$ cat src/rtl/r_type_decoder_pkg.sv
// Shared operation enumeration and R-type funct field encodings.
// Package name is opcode_type; the M-extension enumerators exist regardless of RV32M_EN.
package opcode_type;

  typedef enum logic [4:0] {
    rak_add    = 5'd0,
    rak_sub    = 5'd1,
    rak_sll    = 5'd2,
    rak_slt    = 5'd3,
    rak_sltu   = 5'd4,
    rak_xor    = 5'd5,
    rak_srl    = 5'd6,
    rak_sra    = 5'd7,
    rak_or     = 5'd8,
    rak_and    = 5'd9,
    rak_mul    = 5'd10,
    rak_mulh   = 5'd11,
    rak_mulhsu = 5'd12,
    rak_mulhu  = 5'd13,
    rak_div    = 5'd14,
    rak_divu   = 5'd15,
    rak_rem    = 5'd16,
    rak_remu   = 5'd17
  } reg_arith_kind_t;

  localparam logic [6:0] FUNCT7_BASE   = 7'b0000000;
  localparam logic [6:0] FUNCT7_ALT    = 7'b0100000;
  localparam logic [6:0] FUNCT7_MULDIV = 7'b0000001;

  localparam logic [2:0] FUNCT3_ADD  = 3'b000;
  localparam logic [2:0] FUNCT3_SLL  = 3'b001;
  localparam logic [2:0] FUNCT3_SLT  = 3'b010;
  localparam logic [2:0] FUNCT3_SLTU = 3'b011;
  localparam logic [2:0] FUNCT3_XOR  = 3'b100;
  localparam logic [2:0] FUNCT3_SRL  = 3'b101;
  localparam logic [2:0] FUNCT3_OR   = 3'b110;
  localparam logic [2:0] FUNCT3_AND  = 3'b111;

  localparam logic [2:0] FUNCT3_MUL    = 3'b000;
  localparam logic [2:0] FUNCT3_MULH   = 3'b001;
  localparam logic [2:0] FUNCT3_MULHSU = 3'b010;
  localparam logic [2:0] FUNCT3_MULHU  = 3'b011;
  localparam logic [2:0] FUNCT3_DIV    = 3'b100;
  localparam logic [2:0] FUNCT3_DIVU   = 3'b101;
  localparam logic [2:0] FUNCT3_REM    = 3'b110;
  localparam logic [2:0] FUNCT3_REMU   = 3'b111;

endpackage

$ cat src/rtl/r_type_decoder_comb.sv
// Pure combinational funct7/funct3 -> operation kind table.
// Define RV32M_EN to decode the funct7=0000001 multiply/divide row.
module r_type_decode_comb
  import opcode_type::*;
(
  input  logic [2:0]      funct3_i,
  input  logic [6:0]      funct7_i,
  output reg_arith_kind_t kind_o,
  output logic            illegal_o
);

  // Table lookup; every unlisted encoding falls back to add with illegal set
  always_comb begin
    kind_o    = rak_add;
    illegal_o = 1'b0;
    case (funct7_i)
      FUNCT7_BASE: begin
        case (funct3_i)
          FUNCT3_ADD:  kind_o = rak_add;
          FUNCT3_SLL:  kind_o = rak_sll;
          FUNCT3_SLT:  kind_o = rak_slt;
          FUNCT3_SLTU: kind_o = rak_sltu;
          FUNCT3_XOR:  kind_o = rak_xor;
          FUNCT3_SRL:  kind_o = rak_srl;
          FUNCT3_OR:   kind_o = rak_or;
          FUNCT3_AND:  kind_o = rak_and;
          default:     kind_o = rak_add;
        endcase
      end
      FUNCT7_ALT: begin
        case (funct3_i)
          FUNCT3_ADD: kind_o = rak_sub;
          FUNCT3_SRL: kind_o = rak_sra;
          default: begin
            kind_o    = rak_add;
            illegal_o = 1'b1;
          end
        endcase
      end
`ifdef RV32M_EN
      FUNCT7_MULDIV: begin
        case (funct3_i)
          FUNCT3_MUL:    kind_o = rak_mul;
          FUNCT3_MULH:   kind_o = rak_mulh;
          FUNCT3_MULHSU: kind_o = rak_mulhsu;
          FUNCT3_MULHU:  kind_o = rak_mulhu;
          FUNCT3_DIV:    kind_o = rak_div;
          FUNCT3_DIVU:   kind_o = rak_divu;
          FUNCT3_REM:    kind_o = rak_rem;
          FUNCT3_REMU:   kind_o = rak_remu;
          default:       kind_o = rak_add;
        endcase
      end
`endif
      default: begin
        kind_o    = rak_add;
        illegal_o = 1'b1;
      end
    endcase
  end

endmodule

$ cat src/rtl/r_type_decoder.sv
// R-type ALU operation decoder with one registered output stage.
// Optional macro RV32M_EN enables the M-extension row in r_type_decode_comb.
module r_type_decoder
  import opcode_type::*;
(
  input  logic            clk,
  input  logic            rst,
  input  logic            valid_i,
  input  logic [2:0]      funct3,
  input  logic [6:0]      funct7,
  output reg_arith_kind_t kind,
  output logic            valid_o,
  output logic            illegal
);

  reg_arith_kind_t dec_kind_s;
  logic            dec_illegal_s;

  reg_arith_kind_t kind_d, kind_q;
  logic            illegal_d, illegal_q;
  logic            valid_d, valid_q;

  r_type_decode_comb u_decode (
    .funct3_i  (funct3),
    .funct7_i  (funct7),
    .kind_o    (dec_kind_s),
    .illegal_o (dec_illegal_s)
  );

  // Next state: capture the decode on valid, otherwise hold kind/illegal
  always_comb begin
    kind_d    = kind_q;
    illegal_d = illegal_q;
    valid_d   = valid_i;
    if (valid_i) begin
      kind_d    = dec_kind_s;
      illegal_d = dec_illegal_s;
    end else begin
      kind_d    = kind_q;
      illegal_d = illegal_q;
    end
  end

  // Output register; synchronous reset dominates valid_i
  always_ff @(posedge clk) begin
    if (rst) begin
      kind_q    <= rak_add;
      illegal_q <= 1'b0;
      valid_q   <= 1'b0;
    end else begin
      kind_q    <= kind_d;
      illegal_q <= illegal_d;
      valid_q   <= valid_d;
    end
  end

  assign kind    = kind_q;
  assign illegal = illegal_q;
  assign valid_o = valid_q;

endmodule

$ cat config.mk
export PLATFORM = sky130hd
export DESIGN_NAME = r_type_decoder
export DESIGN_NICKNAME = d
export VERILOG_FILES = /design/src/rtl/r_type_decoder_pkg.sv /design/src/rtl/r_type_decoder_comb.sv /design/src/rtl/r_type_decoder.sv
export SDC_FILE = /design/constraint.sdc
export NUM_CORES = 1
export LEC_CHECK = 0
export CORE_AREA = 2 2 39 41
export CTS_BUF_LIST = sky130_fd_sc_hd__clkbuf_16
export CTS_CLUSTER_SIZE = 10
export DETAILED_ROUTE_END_ITERATION = 10
export DIE_AREA = 0 0 41 43
export GPL_ROUTABILITY_DRIVEN = 0
export GPL_TIMING_DRIVEN = 0
export PLACE_DENSITY_LB_ADDON = 0.05
export REMOVE_ABC_BUFFERS = 1
export SYNTH_ARGS = -nofsm -noshare
export SYNTH_HDL_FRONTEND = slang
export SYNTH_SLANG_ARGS = --single-unit
$ cat constraint.sdc
create_clock -name clk -period 0.85 [get_ports clk]
set_input_delay 0.085 -clock clk [delete_from_list [all_inputs] [get_ports clk]]
set_output_delay 0.085 -clock clk [all_outputs]
set_load 0.05 [all_outputs]
### Word level (Yosys, flattened, before mapping)

Memories as Yosys holds them, arrays and structs flattened.
Cells that the tools add are included.

* add/sub/neg operators: 0
* multipliers: 0
* div/mod/pow operators: 0
* order comparisons: 0
* equal/unequal tests: 2
* shift-type cells: 0
* muxes and demuxes: 4
* bitwise gates (word level): 0
* reduce and logical (&&, ||, !) cells: 3

Operators by type and width (count)
* $pmux W5 S2: 1
* $eq A7 B6 Y1 const B: 1
* $logic_not A7 Y1: 1
* $pmux W3 S2: 1
* $eq A3 B3 Y1 const B: 1
* $logic_not A3 Y1: 1
* $pmux W1 S2: 1
* $reduce_or A2 Y1: 1
* $mux W1: 1

* register bits: 7
* latch bits: 0
* memory bits (writable): 0
* memory bits (read-only): 32
* bits of input ports: 13
* output and inout bits: 7
* word-level logic and storage cells: 13
* memories kept: 1

Memory list
* (no name shown): words 8, bits a word 4, rd ports 1, clocked after Yosys merged registers in 0, write ports 0, line r_type_decoder_comb.sv:18 `case (funct3_i)`

### Logic depth before layout (Yosys ltp)

Gate-level depths: netlist (run 1).

* depth after elaboration: 4
* mapped depth: 5
* gate-level depth less buffers: 5

### By module

A second synthesis (run 1) with hierarchy kept.

* cell total of the unflattened synthesis: 48
* area, all modules: 429.2 um2

By module, submodules not included
* r_type_decoder: instances 1, cells an instance 21, area an instance 240.2 um2, sequential area each 140.1 um2
* r_type_decode_comb: instances 1, cells an instance 27, area an instance 188.9 um2, sequential area each 0.0 um2

### Worst setup path after synthesis (run 1)

OpenSTA, ideal clock, no wires.

* kind: register -> register
* start point: reg illegal (netlist name)
* end point: reg illegal_q, in the netlist illegal
* library setup time: 0.057 ns
* arrival time: 0.891 ns
* required time: 0.793 ns
* slack: -0.099 ns
* cell stages (with the launch flop): 4
* buffers on the path: 0
* period minus slack after synthesis: 0.949 ns
* cell sequence: dfxtp_1 -> nor2_1 -> nor2_1 -> o31a_2

RTL lines
* end signal: assignment: line r_type_decoder.sv:52 `illegal_q <= illegal_d;`
* end: declaration: line r_type_decoder.sv:20 `logic illegal_d, illegal_q;`

### Worst setup path after layout (run 1)

* start point: reg kind_q[1], in the netlist kind[1]
* end point: out kind[1]

RTL lines
* start: declaration: line r_type_decoder.sv:19 `reg_arith_kind_t kind_d, kind_q;`
* start signal: assignment: line r_type_decoder.sv:47 `kind_q <= rak_add;`
* start signal: assignment: line r_type_decoder.sv:51 `kind_q <= kind_d;`
* end: declaration: line r_type_decoder.sv:11 `output reg_arith_kind_t kind,`

No word-level cell between the ends.

==> results.py, run 1 <==
metrics = {
    "outcome": {
        "outcome": "completed",
    },
    "placement": {
        "place_hpwl_um": 661.9,
        "port_buffers": 18,
        "dp_cells": 77,
    },
    "floorplan": {
        "initial_utilization": 0.2803,
        "dieArea_mm2": 0.001763,
        "ios": 20,
        "core_mm2": 0.001384,
        "fp.dieH_um": 43,
        "die_w_um": 41,
        "rows": 14,
    },
    "setup_path": {
        "cp_top_family": "flip-flops",
        "worstSetupPathType": "reg -> out",
        "critPathMaxStageDelay_ns": 0.32,
        "critical_path_required_ns": 0.76,
        "cp-end-kind": "output port",
        "cp_slowest_cell": "dfxtp_1",
        "critPathLaunchType": "register",
        "worstPathMaxFanout": 2,
        "crit_path_cell_trace": "buf_4",
        "cp.arrival_ns": 0.75,
        "critPathBufInv": 1,
    },
    "route": {
        "vias_per_cell": 4.598,
        "wl_per_cell_um": 10.99,
        "wl_um": 901,
        "first_pass_iters": 2,
        "drc": 0,
        "routed-via-count": 377,
        "drt_iter0_markers": 6,
        "drtAntennaViolNets": 0,
    },
    "finish": {
        "drive_gt1_frac": 0.5000,
        "antenna_cells": 0,
        "final_util": 0.5145,
        "area_growth_pct": 83.55,
        "nFillCells": 134,
        "final_cells": 82,
        "fin_nets": 85,
    },
    "timing": {
        "timing.final.max_slew_violations": 0,
        "skew_ns": 0,
        "hold_viol_final": 0,
        "fmax_mhz": 1201,
        "period_needed_ns": 0.8325,
        "setup_violations": 0,
        "rsz0062_at_grt": "yes",
        "fin_crit_sh": 0.9794,
    },
    "pwr": {
        "p_per_area_mw_per_mm2": 1748,
        "netSwitchingFraction": 0.2082,
        "power_w": 0.001244,
        "sequentialPowerShare": 0.235,
        "ir_drop_mv": 1.388,
        "leakage_nw": 0.3155,
        "combinationalPowerShare": 0.163,
        "clock_power_share": 0.601,
        "switchingPower_w": 0.0002591,
        "p_int_w": 0.0009852,
    },
    "cts": {
        "cts-root-buf": "clkbuf_16",
        "clock-sinks": 6,
        "cts_buffers": 3,
        "cts_max_level": 1,
        "clockBufferDepth": 2,
        "clkLatencyLatePin_ns": 0.23,
        "cts_tree": "built",
        "path_clk_slew_ns": 0.03,
    },
    "synthesis": {
        "ys_types": 21,
        "yosysWarnings": 0,
        "syn_area_um2": 387.9,
        "ys_seq_area_frac": 0.3097,
        "syn_area_per_cell_um2": 8.815,
        "ys_ff_latch": 6,
        "synthCells": 44,
    },
    "global_routing": {
        "grt_max_degree": 8,
        "grt_pass1_wl_um": 1414,
        "grt_usage": 0.1245,
        "antenna_found_initial": 0,
        "overflow": 0,
        "first_global_vias": 337,
    },
    "flow_run": {
        "maxCapViolCount": 0,
    },
    "hold_path": {
        "min_path_type": "in -> reg",
    },
}
-- layout by cell type, fill, tap and decap left out --
cell,count
nor2_2,2
a21oi_1,1
nor2_1,2
nand2_1,5
a32oi_2,1
and4b_1,1
ha_4,2
buf_4,7
nand3b_1,1
and3_4,1
o31a_2,1
nand2_2,1
nand2b_1,3
o32ai_1,1
or2_2,1
conb_1,1
inv_4,1
dlygate4sd2_1,5
dfxtp_1,6
nand3_1,1
nand2b_4,1
nor4_4,1
inv_2,1
a21oi_2,1
inv_1,2
ha_1,2
buf_6,5
buf_2,2
o32ai_2,1
o41ai_2,1
clkdlybuf4s15_1,1
a21boi_0,1
clkbuf_16,3
-- sequential cells by signal, indices dropped and copies added, names as in the netlist --
signal	cells
illegal	1
valid_o	1
kind	4
-- metrics by stage --
step	instance area, um2	setup TNS, ns	setup slack, ns	hold WS, ns
2_1_floorplan	380.4	-0.2994	-0.09860	0.1541
3_3_place_gp	580.6	-5.185	-0.6879	0.4498
3_5_place_dp	580.6	-5.217	-0.7182	0.4602
4_1_cts	678.2	0	0.006783	0.2226
5_1_grt	711.9	-0.07758	-0.04498	0.2332
6_report	711.9	0	0.01750	0.1985
-- metal layers --
| layer | global-route usage | part of all wire |
|---|---|---|
| met1 | 0.1511 | 0.43 |
| met2 | 0.1656 | 0.49 |
| met3 | 0.07853 | 0.084 |
| met4 | 0.06000 | 0 |
| met5 | 0 | 0 |
-- worst paths after layout --
check / start / to / slack, ns / cells after the start
max: kind[1] / kind[1] / 0.02 / 1
min: funct7[2] / kind[0] / 0.20 / 4
max reg2reg: illegal / illegal / 0.18 / 3
min reg2reg: kind[3] / kind[3] / 0.48 / 2
-- cells by family (layout without fill, tap and decap cells) --
logic type	Yosys count	count (layout)	synth area share
and+or+nand+nor	20	20	0.3129
buffers and inverters	5	27	0.05806
adders and majority gates	4	4	0.1290
AOI/OAI and AO/OA	8	8	0.1807
DFF	6	6	0.3097
other	1	1	0.009668
-- power groups by stage --
stage,sequential (W),combinational (W),clock (W)
after floorplan,0.000318,0.0000638,0
after global placement,0.000296,0.000183,0
after detailed placement,0.000296,0.000183,0
after CTS,0.000292,0.000189,0.000758
after global routing,0.000293,0.000225,0.000775
final,0.000293,0.000203,0.000748
-- final cells by class --
cell class | instances | area (um2) | share of cell area
Multi-Input combinational cell | 33 | 306.5 | 0.4306
Timing Repair Buffer | 20 | 172.7 | 0.2425
Sequential cell | 6 | 120.1 | 0.1687
Tap cell | 16 | 20.02 | 0.02812
Clock buffer | 3 | 75.07 | 0.1054
Inverter | 4 | 17.52 | 0.02460
-- worst reg2reg max path: cells and delay by family, from the launching register on --
family | cells | cell delay, ns
flip-flops | 1 | 0.31
AND/OR/NAND/NOR | 2 | 0.13
AO/OA/AOI/OAI | 1 | 0.11
-- Yosys cell counts --
library cell | instances | area [um2]
a21boi_0 | 1 | 7.510
a21oi_1 | 2 | 10.01
a32oi_1 | 1 | 8.760
and3_1 | 1 | 6.260
and4b_1 | 1 | 10.01
buf_4 | 1 | 7.510
conb_1 | 1 | 3.750
dfxtp_1 | 6 | 120.1
ha_1 | 4 | 50.05
inv_1 | 4 | 15.01
nand2_1 | 5 | 18.77
nand2_2 | 1 | 6.260
nand2b_1 | 4 | 25.02
nand3_1 | 1 | 5.000
nand3b_1 | 1 | 7.510
nor2_1 | 4 | 15.01
nor4_4 | 1 | 21.27
o31a_2 | 1 | 10.01
o32ai_1 | 2 | 17.52
o41ai_2 | 1 | 16.27
or2_2 | 1 | 6.260
-- what timing repair did --
item | in CTS | in global routing
pin swaps | 8 | 3
setup endpoints to repair | 11 | 6
gates resized for setup | 77 | 10
buffers inserted | 1 | 1
gates cloned | 0 | 0
hold buffers | 0 | 0
Power figures use the tool's default switching activity.
==> run 2, diff against run 1 <==
--- a/config.mk
+++ b/config.mk
@@ -14,6 +14,7 @@
 export GPL_TIMING_DRIVEN = 0
 export PLACE_DENSITY_LB_ADDON = 0.05
 export REMOVE_ABC_BUFFERS = 1
+export SLEW_MARGIN = 10
 export SYNTH_ARGS = -nofsm -noshare
 export SYNTH_HDL_FRONTEND = slang
 export SYNTH_SLANG_ARGS = --single-unit
==> results of run 2 <==
The final DEF is identical to that of run 1; final timing and power are the same.
